**src/rtl/cordic_prerotate_pkg.sv**
```systemverilog
// Shared widths, constants, encodings and sign-magnitude helpers for the cordic front end.
package cordic_prerotate_pkg;

  localparam int unsigned W     = 16;
  localparam int unsigned FRAC  = 11;
  localparam int unsigned MAG_W = W - 1;

  localparam logic [W-1:0] HALF_PI = 16'd3217;
  localparam logic [W-1:0] PI      = 16'd6434;

  localparam logic [MAG_W-1:0] HALF_PI_MAG = HALF_PI[MAG_W-1:0];
  localparam logic [MAG_W-1:0] PI_MAG      = PI[MAG_W-1:0];

  typedef enum logic {
    MODE_ROT = 1'b0,
    MODE_VEC = 1'b1
  } mode_e;

  typedef enum logic [1:0] {
    ROT_NONE  = 2'b00,
    ROT_POS90 = 2'b01,
    ROT_NEG90 = 2'b10
  } rot_e;

  // Sign-magnitude operand: bit W-1 is the sign, the rest the magnitude.
  typedef struct packed {
    logic             sign;
    logic [MAG_W-1:0] mag;
  } sm_t;

  localparam sm_t HALF_PI_SM = '{sign: 1'b0, mag: HALF_PI_MAG};

  // Clear the sign of a zero magnitude so -0 never leaves the block.
  function automatic sm_t sm_norm(input sm_t a);
    sm_t r;
    r      = a;
    r.sign = a.sign & (|a.mag);
    return r;
  endfunction

  // Negation is a sign flip, followed by zero normalisation.
  function automatic sm_t sm_neg(input sm_t a);
    sm_t r;
    r      = a;
    r.sign = ~a.sign;
    return sm_norm(r);
  endfunction

endpackage

```
**src/rtl/cordic_prerotate_addsub.sv**
```systemverilog
// Combinational sign-magnitude a +/- b via 17-bit two's complement, saturating at 0x7FFF.
module sm_addsub
  import cordic_prerotate_pkg::*;
(
  input  sm_t  a,
  input  sm_t  b,
  input  logic sub,
  output sm_t  sum_c
);

  localparam int unsigned TW = MAG_W + 2;

  logic signed [TW-1:0] a_tc;
  logic signed [TW-1:0] b_tc;
  logic signed [TW-1:0] r_tc;
  logic        [TW-1:0] r_abs;

  // Convert, add, and convert back with saturation of oversized magnitudes.
  always_comb begin
    a_tc  = $signed({2'b00, a.mag});
    b_tc  = $signed({2'b00, b.mag});
    if (a.sign)       a_tc = -a_tc;
    if (b.sign ^ sub) b_tc = -b_tc;
    r_tc  = a_tc + b_tc;
    r_abs = r_tc[TW-1] ? TW'(-r_tc) : TW'(r_tc);
    sum_c.sign = r_tc[TW-1];
    if (|r_abs[TW-1:MAG_W]) sum_c.mag = {MAG_W{1'b1}};
    else                    sum_c.mag = r_abs[MAG_W-1:0];
  end

endmodule

```
**src/rtl/cordic_prerotate.sv**
```systemverilog
// Two-stage conditioning pipeline: classify, then fold operands by an exact +/-90 degree rotation.
module cordic_prerotate
  import cordic_prerotate_pkg::*;
(
  input  logic         clk,
  input  logic         reset,
  input  logic         in_valid,
  output logic         in_ready,
  input  logic         in_mode,
  input  logic [W-1:0] in_x,
  input  logic [W-1:0] in_y,
  input  logic [W-1:0] in_z,
  output logic         out_valid,
  input  logic         out_ready,
  output logic         out_mode,
  output logic [W-1:0] out_x,
  output logic [W-1:0] out_y,
  output logic [W-1:0] out_z,
  output logic [1:0]   out_rot,
  output logic         out_range_err
);

  logic  s1_en;
  logic  s2_en;
  logic  s1_valid;
  mode_e s1_mode;
  sm_t   s1_x;
  sm_t   s1_y;
  sm_t   s1_z;
  logic  s1_gt_half;
  logic  s1_gt_pi;
  logic  s1_xneg;
  logic  s1_yneg;

  sm_t   in_x_sm;
  sm_t   in_y_sm;
  sm_t   in_z_sm;

  sm_t   nx_c;
  sm_t   ny_c;
  sm_t   nz_c;
  sm_t   zadj_c;
  rot_e  rot_c;
  logic  err_c;
  logic  zsub_c;

  assign s2_en    = !out_valid | out_ready;
  assign s1_en    = !s1_valid | s2_en;
  assign in_ready = s1_en;

  assign in_x_sm = sm_t'(in_x);
  assign in_y_sm = sm_t'(in_y);
  assign in_z_sm = sm_t'(in_z);

  // Stage 1: capture operands with range compares and effective (non -0) signs.
  always_ff @(posedge clk) begin
    if (reset) begin
      s1_valid <= 1'b0;
    end else if (s1_en) begin
      s1_valid <= in_valid;
      if (in_valid) begin
        s1_mode    <= mode_e'(in_mode);
        s1_x       <= in_x_sm;
        s1_y       <= in_y_sm;
        s1_z       <= in_z_sm;
        s1_gt_half <= in_z_sm.mag > HALF_PI_MAG;
        s1_gt_pi   <= in_z_sm.mag > PI_MAG;
        s1_xneg    <= in_x_sm.sign & (|in_x_sm.mag);
        s1_yneg    <= in_y_sm.sign & (|in_y_sm.mag);
      end
    end
  end

  sm_addsub u_zadj (
    .a     (s1_z),
    .b     (HALF_PI_SM),
    .sub   (zsub_c),
    .sum_c (zadj_c)
  );

  // Stage 2 decode: choose rotation direction and the swapped/negated operands.
  always_comb begin
    nx_c   = sm_norm(s1_x);
    ny_c   = sm_norm(s1_y);
    rot_c  = ROT_NONE;
    err_c  = 1'b0;
    zsub_c = 1'b0;
    if (s1_mode == MODE_ROT) begin
      if (s1_gt_pi) begin
        err_c = 1'b1;
      end else if (s1_gt_half) begin
        if (!s1_z.sign) rot_c = ROT_POS90;
        else            rot_c = ROT_NEG90;
      end
    end else if (s1_xneg) begin
      if (s1_yneg) rot_c = ROT_POS90;
      else         rot_c = ROT_NEG90;
    end
    nz_c = sm_norm(s1_z);
    if (rot_c == ROT_POS90) begin
      nx_c   = sm_neg(s1_y);
      ny_c   = sm_norm(s1_x);
      zsub_c = 1'b1;
      nz_c   = zadj_c;
    end else if (rot_c == ROT_NEG90) begin
      nx_c   = sm_norm(s1_y);
      ny_c   = sm_neg(s1_x);
      nz_c   = zadj_c;
    end
  end

  // Stage 2 register: output fields hold while the core stalls.
  always_ff @(posedge clk) begin
    if (reset) begin
      out_valid     <= 1'b0;
      out_mode      <= 1'b0;
      out_x         <= '0;
      out_y         <= '0;
      out_z         <= '0;
      out_rot       <= 2'b00;
      out_range_err <= 1'b0;
    end else if (s2_en) begin
      out_valid <= s1_valid;
      if (s1_valid) begin
        out_mode      <= s1_mode;
        out_x         <= nx_c;
        out_y         <= ny_c;
        out_z         <= nz_c;
        out_rot       <= rot_c;
        out_range_err <= err_c;
      end
    end
  end

endmodule

```
**config.mk**
```make
export PLATFORM = sky130hd
export DESIGN_NAME = cordic_prerotate
export DESIGN_NICKNAME = d
export VERILOG_FILES = /design/src/rtl/cordic_prerotate_pkg.sv /design/src/rtl/cordic_prerotate_addsub.sv /design/src/rtl/cordic_prerotate.sv
export SDC_FILE = /design/constraint.sdc
export NUM_CORES = 1
export LEC_CHECK = 0
export BUFFER_PORTS_ARGS = -buffer_cell sky130_fd_sc_hd__clkbuf_2
export CORE_ASPECT_RATIO = 0.75
export CORE_UTILIZATION = 55
export CTS_CLUSTER_DIAMETER = 50
export DETAILED_ROUTE_END_ITERATION = 6
export GPL_TIMING_DRIVEN = 0
export PLACE_DENSITY = 0.83
export SLEW_MARGIN = 20
export SYNTH_ARGS = -nofsm -noshare
export SYNTH_HDL_FRONTEND = slang
export SYNTH_HIERARCHICAL = 1
export SYNTH_SLANG_ARGS = --single-unit
```
**constraint.sdc**
```tcl
create_clock -name clk -period 15.06 [get_ports clk]
set_input_delay 2.259 -clock clk [delete_from_list [all_inputs] [get_ports clk]]
set_output_delay 2.259 -clock clk [all_outputs]
set_load 0.03 [all_outputs]
```
* Yosys cells after proc, flatten, opt, wreduce, memory -nomap -nowiden
Cells that the tools add are included.
** Cells by class
- $add $sub $neg :: 3
- Bitwise logic cells :: 12
- Shift-type cells :: 0
- Equal/unequal tests :: 2
- Magnitude comparators :: 2
- Reduce and logical (&&, ||, !) cells :: 10
- Divide/modulo/power cells :: 0
- Muxes and demuxes :: 19
- Multipliers :: 0
** Operators with widths (count)
- 16-bit 2-to-1 mux :: 6
- 15-bit OR reduction :: 5
- 17-bit 2-to-1 mux :: 3
- 17-bit adder :: 1
- 15-bit negation with 17-bit output :: 1
- 17-bit negation :: 1
- 15-bit by 12-bit > comparator with 1-bit output, second input constant :: 1
- 15-bit by 13-bit > comparator with 1-bit output, second input constant :: 1
- 15-bit 2-to-1 mux :: 1
- 2-bit 2-to-1 mux :: 6
- 1-bit bitwise AND :: 7
- 1-bit 2-to-1 mux :: 3
- 1-bit inverter :: 3
- 3-bit AND reduction :: 1
- 2-bit by 1-bit equality test with 1-bit output, second input constant :: 1
- 2-bit equality test, second input constant :: 1
- 1-bit logical NOT :: 2
- 1-bit OR :: 2
- 2-bit AND reduction :: 1
- 2-bit OR reduction :: 1
** Word-level totals
- Memories kept :: 0
- Bits in read-only memories :: 0
- Latch bits :: 0
- Memory bits (writable) :: 0
- Word-level logic and storage cells :: 67
- Register bits :: 107

* Logic depth before layout (Yosys ltp)
- Depth in word-level cells :: 14
- Depth in mapped cells :: 19
- Mapped depth without buffers :: 18

* Cells and area by module
Netlist, hierarchy kept.
** By module, submodules not included
- cordic_prerotate :: area each 4319.1 um^2, seq. area each 2672.6 um^2, cells an instance 397, instances 1
- sm_addsub :: area each 1969.4 um^2, seq. area each 0.0 um^2, cells an instance 287, instances 1

* Least setup slack after synthesis
OpenSTA, ideal clock, no wires.
- Path type :: register -> register
- Start :: reg s1_mode
- End :: reg out_z[0]
- Clock period less this slack :: 5024 ps
- Cell stages (with the launch flop) :: 19
- Arrival time :: 4934 ps
- Slack :: 10036 ps
- Buffers on the path :: 1
- Cells stage by stage :: edfxtp_1 -> or3b_4 -> o21ai_0 -> xor2_1 -> nand2_1 -> xnor2_1 -> ha_1 -> nand3_1 -> nor4_1 -> nor3_2 -> xnor2_1 -> nor4_2 -> or4b_4 -> a32o_1 -> a22o_4 -> buf_6 -> nand2_2 -> nand2_1 -> a311oi_1
** RTL lines
- from (decl) :: line cordic_prerotate.sv:26 : mode_e s1_mode;
- from (signal assigned) :: line cordic_prerotate.sv:62 : s1_mode <= mode_e'(in_mode);
- to (signal assigned) :: line cordic_prerotate.sv:128 : out_z <= nz_c;
- to (decl) :: line cordic_prerotate.sv:18 : output logic [W-1:0] out_z,

==> metrics.csv <==
stage;metric;value;unit
sta;setup TNS;0;ps
clock_tree;TritonCTS clock tree;built;
drt;via count;5973;
layout;diode count;0;
floorplanning;num ports;107;
floorplanning;Initial Util;0.570;
layout;multi-input logic area;3560;µm²
critical_path;CP arrival;6650;ps
yosys;Synth Register Bits;107;
yosys;Synth async-reset ratio;0;
min_path;HP Class;reg -> reg;
yosys;Seq/Total Area, Yosys;0.425;
yosys;Synth Instances;684;
critical_path;Critical Path Stages;18;
clock_tree;Max Root-Sink Buffers;2;
status;failing checks;design-rule violations;
critical_path;CP Class;reg -> reg;
critical_path;Startpoint Class;flip-flop;
drt;Initial DRT Pass Iterations;7;
floorplanning;FP Rows;33;
placement;PortBufs;106;
yosys;Mapped Avg Cell Area;9.19;µm²
drt;Total Wirelength;17700;µm
layout;share of layout cells above drive strength 1;0.205;
critical_path;crit path buf inv count;1;
drt;number of remaining DRC errors;5;
clock_tree;H-tree levels;3;
clock_tree;setup bufs post-CTS;0;
layout;final net count;923;
clock_tree;Clock transition at path regs;70;ps
drt;WL met2;7590;µm
clock_tree;CTS resizes;0;
layout;Sequential Area;2670;µm²
sta;Fmax;156;MHz
drt;DR vias/cell;6.00;
clock_tree;CTS root buf;clkbuf_16;
drt;highest routed layer;met4;
power_and_ir_drop;leakage;2.99;nW
yosys;Syn Std Cell Area;6290;µm²
critical_path;critical path's top delay family;simple AND/OR/NAND/NOR gates;
placement;hpwl dp;13700;µm
critical_path;Worst path slowest cell;nor4_1;
yosys;post-synthesis cell type count;72;
clock_tree;CTS sink count;107;
floorplanning;die span in x;125;µm
yosys;leading area contributor after synthesis;edfxtp_1;
sta;period utilisation layout;0.425;
critical_path;CP Max Fanout;10;
critical_path;CP required;15310;ps
layout;Final Cell Area;7470;µm²
run;total of max-cap violations;0;
floorplanning;Core Region;11000;µm²
critical_path;crit-path max cell delay;680;ps
drt;M1 WL;7790;µm
layout;Area growth syn-to-layout;18.8;%
grt;gr usage total;0.303;
grt;vias in the first global route;5493;
clock_tree;hold_buf cts;0;
grt;first-pass GRT wire length;27700;µm
status;outcome;complete, but fails checks;
sta;minimum clock period;6400;ps
sta;RSZ-0062 raised after global routing;false;
clock_tree;insertion delay of the later-clocked pin in the worst-skew pair;350;ps
critical_path;crit-path cells;or3b_4, o21ai_0, xor2_1, nand2_1, xnor2_1, ha_1, nand3_1, nor4_1, nor3_2, xnor2_1, nor4_2, or4b_4, a32o_1, a22o_4, buf_6, nand2_2, nand2_1, a311oi_1;
sta;final hold violation count;0;
drt;DR WL/cell;17.8;µm
yosys;Post-synth top flop;dfxtp_1;
yosys;yosys warns;6;
floorplanning;full die area;11900;µm²
sta;Setup violations, final;0;
power_and_ir_drop;PD cells;115;nW/µm²
drt;WL met3;2000;µm
sta;worst-margin pin slew;827;ps
sta;slew margin rel.;0.443;
placement;Placer Congestion;0.909;
layout;final-layout fill cell count;852;
min_path;hold-critical path depth;2;
clock_tree;CTS buffer count;9;
yosys;top cells by area, synth;edfxtp_1 25%, dfxtp_1 17%, nand2_1 7.2%, a311oi_1 5.0%, xnor2_1 4.6%;
critical_path;crit end category;flip-flop;
grt;remaining global-route overflow;0;
grt;largest net degree at the start of global routing;35;
drt;final antenna-violating net count;0;
critical_path;cell count of the worst reg-to-reg path;18;
drt;Starting DRT DRC Count;709;
power_and_ir_drop;peak supply drop;0.0000745;V
yosys;number of synthesized flops with an enable pin;53;
yosys;area share of the largest cell type after synthesis;0.253;
sta;Slew Limit Fails;0;
grt;initial antenna violation count;0;
floorplanning;Die Ht;94.6;µm
sta;clock skew;11.0;ps
placement;placed instance area;7200;µm²
metal layers:
metal	track usage	up-vias
met5	0	-
met1	0.424	2801
li1	-	2807
met3	0.0725	44
met4	0.0894	0
met2	0.467	321
sequential cells by signal (all words and copies together), names as in the netlist, 2 cells and up:
signal / flops
s1_z: 16
out_z: 16
s1_y: 16
out_y: 16
out_x: 16
s1_x: 16
out_rot: 2
power breakdown:
part | switching, mW | internal [mW]
combinational | 0.186 | 0.110
clock | 0.108 | 0.114
sequential | 0.0160 | 0.323
stage by stage:
step	util	worst slack, ps	hold slack (ps)	power (mW)	std cells
3_5_place_dp	0.653	8860	489	0.632	979
6_report	0.678	8660	497	0.857	995
5_1_grt	0.678	8400	530	0.897	995
2_1_floorplan	-	10040	492	0.562	732
4_1_cts	0.678	8810	499	0.850	995
3_3_place_gp	0.651	9100	481	0.622	978
cell usage after synthesis, types with 4 or more instances:
master	count
nand2b_1	5
buf_2	8
a311oi_2	10
o211ai_1	7
a311oi_1	36
buf_6	6
and3_1	5
xnor2_1	33
nand2_2	9
dfxtp_1	54
inv_1	16
edfxtp_1	53
o31ai_1	7
nand2_1	121
a21oi_1	32
nor4_1	22
nor3b_1	4
nand4_1	7
xor2_1	19
nor3_1	11
o21ai_0	24
or3_1	6
nor2_1	75
clkbuf_1	15
ha_1	19
nand3_1	12
cell families (layout without fill, tap and decap cells):
kind of cell | count (synthesis) | in the layout | synth area share
other cells | 2 | 50 | 0.00119
xor+xnor | 52 | 52 | 0.0724
mux | 3 | 3 | 0.00478
simple gates | 301 | 301 | 0.228
buf+inv | 48 | 171 | 0.0382
fa+ha+maj | 20 | 20 | 0.0410
compound gates | 151 | 151 | 0.190
flops | 107 | 107 | 0.425
cells in the final DEF (no fill, tap or decap), drive strengths merged, types with 3 or more instances in the layout:
master / instances
clkbuf: 132
nand2: 131
nor2: 75
dfxtp: 54
edfxtp: 53
conb: 50
a311oi: 46
a21oi: 34
xnor2: 33
o21ai: 25
nor4: 23
xor2: 19
ha: 19
inv: 19
buf: 17
nand3: 13
nor3: 13
nand4: 7
o211ai: 7
o31ai: 7
or3: 6
nand2b: 5
and3: 5
nor3b: 4
a211oi: 4
o21bai: 4
mux2i: 3
o311ai: 3
nor2b: 3
or4: 3
o41ai: 3
or2: 3
final cells by class:
cell class                      instances  area share
Tap cell                              140      0.0235
Timing Repair Buffer                  107      0.0737
Clock inverter                          6     0.00603
Sequential cell                       107       0.358
Buffer                                 32      0.0241
Multi-Input combinational cell        577       0.476
Inverter                               16     0.00804
Clock buffer                           10      0.0307
worst min-delay path, cell delays in order (launching register included):
cell	delay (ps)
dfxtp_1	310
nor2_1	90
a311oi_1	50
path summary, 6_finish.rpt:
| kind | start | endpoint | slack, ps |
|---|---|---|---|
| min reg2reg | out_y[9] | out_y[9] | 500 |
| min | out_y[9] | out_y[9] | 500 |
| max | s1_mode | out_z[3] | 8660 |
| max reg2reg | s1_mode | out_z[3] | 8660 |
Power figures use the tool's default switching activity.
